==> config.mk <==
export PLATFORM = sky130hd
export DESIGN_NAME = dds_chan_sched_flat
export DESIGN_NICKNAME = d
export VERILOG_FILES = /design/src/rtl/dds_pkg.sv /design/src/rtl/dds_chan_sched_if.sv /design/src/rtl/dds_phase_acc.sv /design/src/rtl/dds_chan_sched.sv /design/src/flat_wrapper.sv
export SDC_FILE = /design/constraint.sdc
export NUM_CORES = 1
export LEC_CHECK = 0
export BUFFER_PORTS_ARGS = -buffer_cell sky130_fd_sc_hd__buf_2
export CAP_MARGIN = 20
export CORE_AREA = 2 2 204 206
export DETAILED_ROUTE_END_ITERATION = 16
export DIE_AREA = 0 0 206 208
export PLACE_DENSITY = 0.74
export RECOVER_POWER = 100
export SLEW_MARGIN = 15
export SYNTH_ARGS = -nofsm -noshare
export SYNTH_HDL_FRONTEND = slang
export SYNTH_SLANG_ARGS = --single-unit
==> constraint.sdc <==
create_clock -name sclk -period 3.05 [get_ports sclk]
set_clock_uncertainty 0.15 [all_clocks]
set_input_delay 0.305 -clock sclk [delete_from_list [all_inputs] [get_ports sclk]]
set_output_delay 0.305 -clock sclk [all_outputs]
set_load 0.005 [all_outputs]
==> src/rtl/dds_pkg.sv <==
// Shared definitions for the four-channel DDS scheduler.
//   CH_NUM / CH_W : channel count and slot/tag width
//   PW            : phase accumulator and frequency word width
//   AW / DW       : sine ROM address and sample widths
//   FW_*          : commonly used frequency words
package dds_pkg;

    localparam int CH_NUM = 4;
    localparam int CH_W   = 2;
    localparam int PW     = 32;
    localparam int AW     = 8;
    localparam int DW     = 8;

    localparam logic [PW-1:0] FW_ZERO      = 32'h0000_0000;
    localparam logic [PW-1:0] FW_ADDR_STEP = 32'h0100_0000;  // +1 ROM address per frame
    localparam logic [PW-1:0] FW_HALF      = 32'h8000_0000;  // alternates 0x00 / 0x80
    localparam logic [PW-1:0] FW_EXAMPLE   = 32'd6710886;

    typedef logic [CH_W-1:0] ch_t;

endpackage

==> src/rtl/dds_chan_sched_if.sv <==
// Bus bundle between the scheduler and its neighbours.
//   master : frequency-config logic, sample consumers and the external ROM
//            (drives en, cfg_*, phase_clr, rom_q; observes the rest)
//   slave  : dds_chan_sched
interface dds_chan_sched_if import dds_pkg::*; ();

    logic          en;
    logic          cfg_wr;
    ch_t           cfg_ch;
    logic [PW-1:0] cfg_fw;
    logic          cfg_rdy;
    logic          phase_clr;
    logic [AW-1:0] rom_addr;
    logic [DW-1:0] rom_q;
    logic [DW-1:0] data_o;
    ch_t           data_ch;
    logic          data_v;
    logic          frame_o;

    modport master (
        output en, cfg_wr, cfg_ch, cfg_fw, phase_clr, rom_q,
        input  cfg_rdy, rom_addr, data_o, data_ch, data_v, frame_o
    );

    modport slave (
        input  en, cfg_wr, cfg_ch, cfg_fw, phase_clr, rom_q,
        output cfg_rdy, rom_addr, data_o, data_ch, data_v, frame_o
    );

endinterface

==> src/rtl/dds_phase_acc.sv <==
// One DDS channel: phase accumulator plus its frequency-word register.
//   sclk, rst_n : clock, asynchronous active-low reset
//   step        : add fw to acc this cycle
//   clr         : zero acc (wins over step)
//   load        : replace fw with load_fw
//   acc, fw     : current accumulator and frequency word
module dds_phase_acc #(
    parameter int PW = 32
) (
    input  logic          sclk,
    input  logic          rst_n,
    input  logic          step,
    input  logic          clr,
    input  logic          load,
    input  logic [PW-1:0] load_fw,
    output logic [PW-1:0] acc,
    output logic [PW-1:0] fw
);

    always_ff @(posedge sclk or negedge rst_n) begin
        if (!rst_n) begin
            acc <= '0;
            fw  <= '0;
        end else begin
            if (clr)
                acc <= '0;
            else if (step)
                acc <= acc + fw;  // modulo 2^PW wrap is intended
            if (load)
                fw <= load_fw;
        end
    end

endmodule

==> src/rtl/dds_chan_sched.sv <==
// Time-multiplexes four DDS phase accumulators onto one external sine ROM.
// Each enabled cycle one channel (round-robin slot) presents its ROM address
// and advances its accumulator; the sample returns two cycles later tagged
// with its channel. Frequency-word writes and phase clears are deferred to
// the frame boundary (slot 3 with en high).
//   sclk, rst_n : clock, asynchronous active-low reset
//   bus         : slave side of dds_chan_sched_if (config handshake, phase
//                 clear, ROM address/data, tagged sample output)
module dds_chan_sched import dds_pkg::*; #(
    parameter int CH_NUM = dds_pkg::CH_NUM,
    parameter int PW     = dds_pkg::PW,
    parameter int AW     = dds_pkg::AW,
    parameter int DW     = dds_pkg::DW
) (
    input logic              sclk,
    input logic              rst_n,
    dds_chan_sched_if.slave  bus
);

    ch_t           slot;
    logic          boundary;
    logic          cfg_pend;
    ch_t           cfg_pch;
    logic [PW-1:0] cfg_pfw;
    logic          cfg_rdy_r;
    logic          clr_pend;

    logic [PW-1:0] acc_w [CH_NUM];
    logic [PW-1:0] fw_w  [CH_NUM];

    logic          vld_p0;
    ch_t           ch_p0;
    logic          vld_p1;
    ch_t           ch_p1;
    logic [DW-1:0] data_p1;
    logic          frame_p1;

    assign boundary = bus.en && (slot == CH_W'(CH_NUM - 1));

    for (genvar i = 0; i < CH_NUM; i++) begin : g_ch
        logic unused_bits;

        dds_phase_acc #(.PW(PW)) u_acc (
            .sclk    (sclk),
            .rst_n   (rst_n),
            .step    (bus.en && (slot == CH_W'(i))),
            .clr     (boundary && clr_pend),
            .load    (boundary && cfg_pend && (cfg_pch == CH_W'(i))),
            .load_fw (cfg_pfw),
            .acc     (acc_w[i]),
            .fw      (fw_w[i])
        );

        // Only the accumulator's top bits address the ROM; fw readback is spare.
        assign unused_bits = ^{acc_w[i][PW-AW-1:0], fw_w[i]};
    end

    // Pre-increment value of the active channel; shown even while stalled.
    assign bus.rom_addr = acc_w[slot][PW-1 -: AW];
    assign bus.cfg_rdy  = cfg_rdy_r;

    // Slot counter and deferred config / clear requests.
    always_ff @(posedge sclk or negedge rst_n) begin
        if (!rst_n) begin
            slot      <= '0;
            cfg_pend  <= 1'b0;
            cfg_pch   <= '0;
            cfg_pfw   <= '0;
            cfg_rdy_r <= 1'b1;
            clr_pend  <= 1'b0;
        end else begin
            if (bus.en)
                slot <= slot + 1'b1;

            // A pulse landing on the boundary edge stays pending for the next frame.
            if (bus.phase_clr)
                clr_pend <= 1'b1;
            else if (boundary)
                clr_pend <= 1'b0;

            // cfg_rdy high implies nothing pending, so commit and accept never collide.
            if (boundary && cfg_pend) begin
                cfg_pend  <= 1'b0;
                cfg_rdy_r <= 1'b1;
            end else if (bus.cfg_wr && cfg_rdy_r) begin
                cfg_pend  <= 1'b1;
                cfg_rdy_r <= 1'b0;
                cfg_pch   <= bus.cfg_ch;
                cfg_pfw   <= bus.cfg_fw;
            end
        end
    end

    // p0: tag travelling alongside the external ROM read
    always_ff @(posedge sclk or negedge rst_n) begin
        if (!rst_n) begin
            vld_p0 <= 1'b0;
            ch_p0  <= '0;
        end else begin
            vld_p0 <= bus.en;
            ch_p0  <= slot;
        end
    end

    // p1: output register; sample and tag hold while no new sample arrives
    always_ff @(posedge sclk or negedge rst_n) begin
        if (!rst_n) begin
            vld_p1   <= 1'b0;
            ch_p1    <= '0;
            data_p1  <= '0;
            frame_p1 <= 1'b0;
        end else begin
            vld_p1   <= vld_p0;
            frame_p1 <= vld_p0 && (ch_p0 == '0);
            if (vld_p0) begin
                data_p1 <= bus.rom_q;
                ch_p1   <= ch_p0;
            end
        end
    end

    assign bus.data_v  = vld_p1;
    assign bus.data_ch = ch_p1;
    assign bus.data_o  = data_p1;
    assign bus.frame_o = frame_p1;

endmodule

==> src/flat_wrapper.sv <==
// flat-port wrapper written by rule: the top's interface ports become plain ports
module dds_chan_sched_flat import dds_pkg::*;
#(
    parameter int CH_NUM = dds_pkg::CH_NUM,
    parameter int PW     = dds_pkg::PW,
    parameter int AW     = dds_pkg::AW,
    parameter int DW     = dds_pkg::DW
)
  (sclk, rst_n, bus_en, bus_cfg_wr, bus_cfg_ch, bus_cfg_fw, bus_phase_clr, bus_rom_q, bus_cfg_rdy, bus_rom_addr, bus_data_o, bus_data_ch, bus_data_v, bus_frame_o);
  dds_chan_sched_if bus_i ();
  input logic sclk;
  input logic rst_n;
  input wire logic [$bits(bus_i.en)-1:0] bus_en;
  input wire logic [$bits(bus_i.cfg_wr)-1:0] bus_cfg_wr;
  input wire logic [$bits(bus_i.cfg_ch)-1:0] bus_cfg_ch;
  input wire logic [$bits(bus_i.cfg_fw)-1:0] bus_cfg_fw;
  input wire logic [$bits(bus_i.phase_clr)-1:0] bus_phase_clr;
  input wire logic [$bits(bus_i.rom_q)-1:0] bus_rom_q;
  output wire logic [$bits(bus_i.cfg_rdy)-1:0] bus_cfg_rdy;
  output wire logic [$bits(bus_i.rom_addr)-1:0] bus_rom_addr;
  output wire logic [$bits(bus_i.data_o)-1:0] bus_data_o;
  output wire logic [$bits(bus_i.data_ch)-1:0] bus_data_ch;
  output wire logic [$bits(bus_i.data_v)-1:0] bus_data_v;
  output wire logic [$bits(bus_i.frame_o)-1:0] bus_frame_o;
  assign bus_i.en = bus_en;
  assign bus_i.cfg_wr = bus_cfg_wr;
  assign bus_i.cfg_ch = bus_cfg_ch;
  assign bus_i.cfg_fw = bus_cfg_fw;
  assign bus_i.phase_clr = bus_phase_clr;
  assign bus_i.rom_q = bus_rom_q;
  assign bus_cfg_rdy = bus_i.cfg_rdy;
  assign bus_rom_addr = bus_i.rom_addr;
  assign bus_data_o = bus_i.data_o;
  assign bus_data_ch = bus_i.data_ch;
  assign bus_data_v = bus_i.data_v;
  assign bus_frame_o = bus_i.frame_o;
  dds_chan_sched #(.CH_NUM(CH_NUM), .PW(PW), .AW(AW), .DW(DW)) u_core (.sclk(sclk), .rst_n(rst_n), .bus(bus_i));
endmodule
# After elaboration in Yosys (flattened, before gate mapping)
# Cells that the tools add are included.
# word_totals
register_bits	310
latch_bits	0
ram_bits	0
rom_bits	0
in_bits	47
elab_cells	73
memories	0
# classes
addsub	5
mul	0
div	0
magnitude_cmp	1
n_eq_ne	6
shifts	0
muxes	17
n_bitwise	2
n_reduce_logical	22
# ops
op	n
32-bit two-way mux	10
32-bit adder	4
32-bit binary-select mux with 2-bit select	1
1-bit logical AND	12
2-bit nonzero test	6
2-bit == test (second input constant)	4
2-bit logical NOT	3
1-bit two-way mux	6
2-bit by 1-bit == test with 1-bit output (second input constant)	2
3-bit greater-or-equal comparator (second input constant)	1
2-bit NOT with 3-bit output	1
2-bit by 1-bit adder with 2-bit output (second input constant)	1
2-bit AND reduction	1
1-bit NOT	1

# Longest topological paths before layout
# logic_depth
word_depth	5
ltp_mapped	13
mapped_depth_nobuf	13

# Modules after synthesis
# From an unflattened synthesis, not the netlist that was laid out.
# unflattened
hier_cells	1817
area_unflattened_um2	19028.2
# by_module_without_submodules
mod	instances	cells_each	area_per_inst_um2
dds_phase_acc (u_core.g_ch[2].u_acc ...)	2	422	4172.8
dds_phase_acc (u_core.g_ch[0].u_acc ...)	2	415	4122.7
dds_chan_sched	1	143	2437.3

# Worst setup path before layout
# Ideal clock, no wire load.
# synth_timing
path_kind	register to register
startpoint	register u_core.g_ch[3].u_acc.fw[0]
endpoint	register u_core.g_ch[3].u_acc.acc[30]
setup_time_ns	0.121
arrival_ns	2.781
path_slack_ns	-0.002
stages_incl_launch_ff	14
n_path_buf	0
synth_period_minus_slack_ns	3.052
cell_sequence	dfrtp_1 > ha_1 > inv_1 > fa_1 > nor2b_1 > o21ai_1 > a2111oi_1 > nor2_1 > a311o_1 > a31oi_1 > nand3_1 > o221ai_1 > xor2_1 > a22o_1
# synth_between
elab_chain_len	3
# synth_lines
item	line	source
start, declared	dds_phase_acc.sv:17	output logic [PW-1:0] fw
start signal, assigned	dds_phase_acc.sv:30	fw <= load_fw;
32-bit adder	dds_phase_acc.sv:28	acc <= acc + fw;
32-bit two-way mux	dds_phase_acc.sv:27	else if (step)
32-bit two-way mux	dds_phase_acc.sv:25	if (clr)
end signal, assigned	dds_phase_acc.sv:28	
end, declared	dds_phase_acc.sv:16	output logic [PW-1:0] acc,
# No other way between the ends. The select of a mux whose other input is x is not followed.
# A chain may end at the register's enable or synchronous reset.

# Worst setup path after layout
# Same ends and word-level chain as after synthesis.

==> flow_summary.yaml <==
placed_design:
  finalWeightedCongestion: 0.889
  dp_hpwl_um: 33000
  dpl_worst_slack_ns: -0.449
  port-buffer-count: 67
  place_area_um2: 19800
critical_path:
  path_class: "flip-flop to flip-flop"
  critPathSlowestCell: "a2111oi_4"
  path_max_fanout: 3
  slowest_delay_ns: 0.42
  critPathBufInv: 1
  required_ns: 3.30
  worst-path-stages: 13
  r2r_start: "u_core.g_ch[3].u_acc.fw[0]"
  cp-startpoint: "u_core.g_ch[3].u_acc.fw[0]"
  crit_chain: "ha_2, inv_2, fa_2, nor2b_4, o21ai_4, a2111oi_4, nor2_1, a311o_1, a31oi_4, nand3_2, o221ai_2, xor2_1, a22o_1"
  crit_path_end_kind: "flip-flop"
  start_kind: "flip-flop"
  critPathTopFamily: "compound AO/OA/AOI/OAI gates"
  cp.arrival_ns: 3.41
  worstRegToRegCells: 13
floorplanning:
  io_pins: 68
  die_width_um: 206
  start_util_pct: 44.8
  fp.coreArea_um2: 40600
  die_y_um: 208
  dieArea_um2: 42800
  rows: 74
routing:
  vias: 14800
  vias_per_cell: 5.79
  drtPass1Iterations: 5
  drt_iter0_drc: 1006
  drc: 0
  drt-wirelength-per-cell_um: 19.0
  antenna_left: 0
  wl_um: 48500
cells_and_area:
  nFillCells: 3439
  n_antenna_cell: 0
  final_nets: 2177
  final_util_pct: 54.8
  area_growth_syn_to_layout_pct: 22.4
  final_area_um2: 22200
  final_layout_size_suffix_gt1_share_pct: 26.1
sta:
  setup_ws_ns: -0.112
  fin_crit_sh_pct: 104
  rsz0062_at_grt: "yes"
  slew_headroom_pct: -44.0
  fmax_ghz: 0.316
  setup_viol: 2
  finalHoldViolCount: 0
  slew_violations: 84
  fin_crit_ns: 3.16
  tightestPinTransition_ns: 2.16
synthesis:
  syn_avg_cell_area_um2: 10.2
  ys_seq_elements: 310
  synth_warnings: 0
  async_reset_ff_share_pct: 100
  yosys-top-cells-count: "309 x dfrtp_1, 170 x mux2_2, 166 x nand2_1"
  synth_top_area_share_pct: 42.5
  post_synth_main_area_contributors: "dfrtp_1 43%, mux2_2 11%, ha_1 8.8%, a21oi_1 4.5%, nand2_1 3.4%"
  syn_nets: 1963
  synth.cell_area_um2: 18200
  yosysUniqueCellTypes: 72
  syn_inst: 1784
  synth.most_common_cell: "dfrtp_1"
  synth_seq_area_share_pct: 42.7
  synth_flop_cell: "dfrtp_1"
  synth_edf_count: 0
  post-synth-top-area-cell: "dfrtp_1"
global_routing:
  grt_pass1_vias: 15000
  antenna_found_initial: 1
  grtUsageTotal_pct: 22.3
  grt_pass1_wl_um: 77300
  grt_max_degree: 85
  grt-ovfl-total: 0
clocking:
  cts_sinks: 310
  clkSlewWorstSetupHoldPaths_ns: 0.07
  clk_latency_ns: 0.54
  cts-buffers-inserted: 36
  cts_tree: "done"
  ctsLongestPathBuffers: 3
  htreeDepth: 2
  clockRootBuffer: "clkbuf_16"
run_status:
  violations: "max-capacitance violations, max-slew violations, negative setup slack"
  status: "finished, violations left"
pwr:
  leakagePower_nw: 10.8
  pwr-share-comb_pct: 37.6
  p_total_mw: 18.1
  pwr-share-clk_pct: 25.0
  internal-power_mw: 11.3
  power.switching_mw: 6.84
  power_density_nw_per_um2: 815
  p_sw_share_pct: 37.8
  power_frac_seq_pct: 37.4
  peakVddDrop_mv: 0.607
worst_hold_path:
  hold_class: "input pin to flip-flop"
  min-delay-start: "bus_en"
  holdPathStages: 4
job:
  cap_violations: 1
[sequential cells by signal (all words and copies together) (netlist names), 2 cells and up]
name and count:
u_core.ch_p0 2, u_core.g_ch.u_acc.acc 128, u_core.g_ch.u_acc.fw 128, u_core.bus.data_o 8, u_core.cfg_pch 2, u_core.bus.data_ch 2
u_core.cfg_pfw 32, u_core.slot 2
[kinds of logic (layout without fill, tap and decap cells)]
| group | after synthesis | in the layout | share of synthesized area (%) |
|---|---|---|---|
| mux | 179 | 179 | 11.6 |
| xor+xnor | 96 | 96 | 4.63 |
| flops | 310 | 310 | 42.7 |
| compound gates | 502 | 502 | 17.6 |
| fa+ha+maj | 132 | 132 | 9.25 |
| buf+inv | 130 | 371 | 2.73 |
| simple gates | 435 | 435 | 11.5 |
[metal layers]
metal | up-vias | share of wire (%) | GRT usage [%]
met2 | 436 | 48 | 36.5
met1 | 7290 | 44 | 30.3
met3 | 119 | 4.7 | 2.69
li1 | 6956 | - | -
met5 | - | 0 | 0
met4 | 0 | 3.5 | 8.30
[placed cells by master, fill, tap and decap left out, types with 38 or more instances in the layout]
cell type | synthesis | final
ha_1 | 128 | 116
inv_1 | 52 | 49
buf_4 | 0 | 124
nor2_1 | 79 | 76
dfrtp_1 | 309 | 309
a21o_1 | 74 | 74
xor2_1 | 45 | 44
o21ai_0 | 101 | 80
buf_2 | 4 | 56
nand2_1 | 166 | 166
mux2_2 | 170 | 170
xnor2_1 | 51 | 51
clkbuf_16 | 0 | 38
a21oi_1 | 163 | 151
dlygate4sd3_1 | 0 | 47
[layout make-up]
cell class	instances	area [um2]	share of cell area [%]
clock inverter	18	225	1.01
tap	532	666	2.99
sequential	310	7760	34.9
timing repair buffer	254	1850	8.32
inverter	52	195	0.878
clock buffer	47	1020	4.61
multi-input combinational	1344	10500	47.3
[per-stage QoR]
stage                     setup TNS, ns  hold WS [ns]  instances
after floorplan                       0        -0.141       1784
after global placement            -1.08         0.207       2419
after detailed placement          -2.11         0.223       2419
after CTS                        -0.173         0.110       2544
after global routing             -16.38         0.166       2557
final                            -0.214         0.158       2557
[worst min-delay path, delay by kind of cell]
family          cells  cell delay [ns]
compound gates      2             0.23
buf+inv             1             0.19
simple gates        1             0.08
[power groups by stage]
stage               sequential, mW  clock, mW  combinational (mW)
floorplan                     6.10          0                4.66
global placement              6.71          0                6.05
detailed placement            6.78          0                6.29
CTS                           6.73       4.62                6.53
global route                  6.90       4.79                7.53
finish                        6.78       4.54                6.81
[worst paths after layout]
kind / endpoint / slack (ns)
min reg2reg: u_core.bus.frame_o / 0.30
max reg2reg: u_core.g_ch[3].u_acc.acc[30] / -0.11
min in group asynchronous: u_core.g_ch[3].u_acc.acc[7] / 0.79
max: u_core.g_ch[3].u_acc.acc[30] / -0.11
max in group asynchronous: u_core.g_ch[0].u_acc.acc[28] / 0.32
min: u_core.g_ch[2].u_acc.acc[29] / 0.16
[timing repair]
item,in CTS,in global routing
pin swaps,37,58
endpoints found under the hold margin,123,0
resized for setup,46,81
buffers inserted,13,14
hold buffers,47,0
setup endpoints to repair,23,37
No activity file was read; power rests on OpenSTA's default activity.
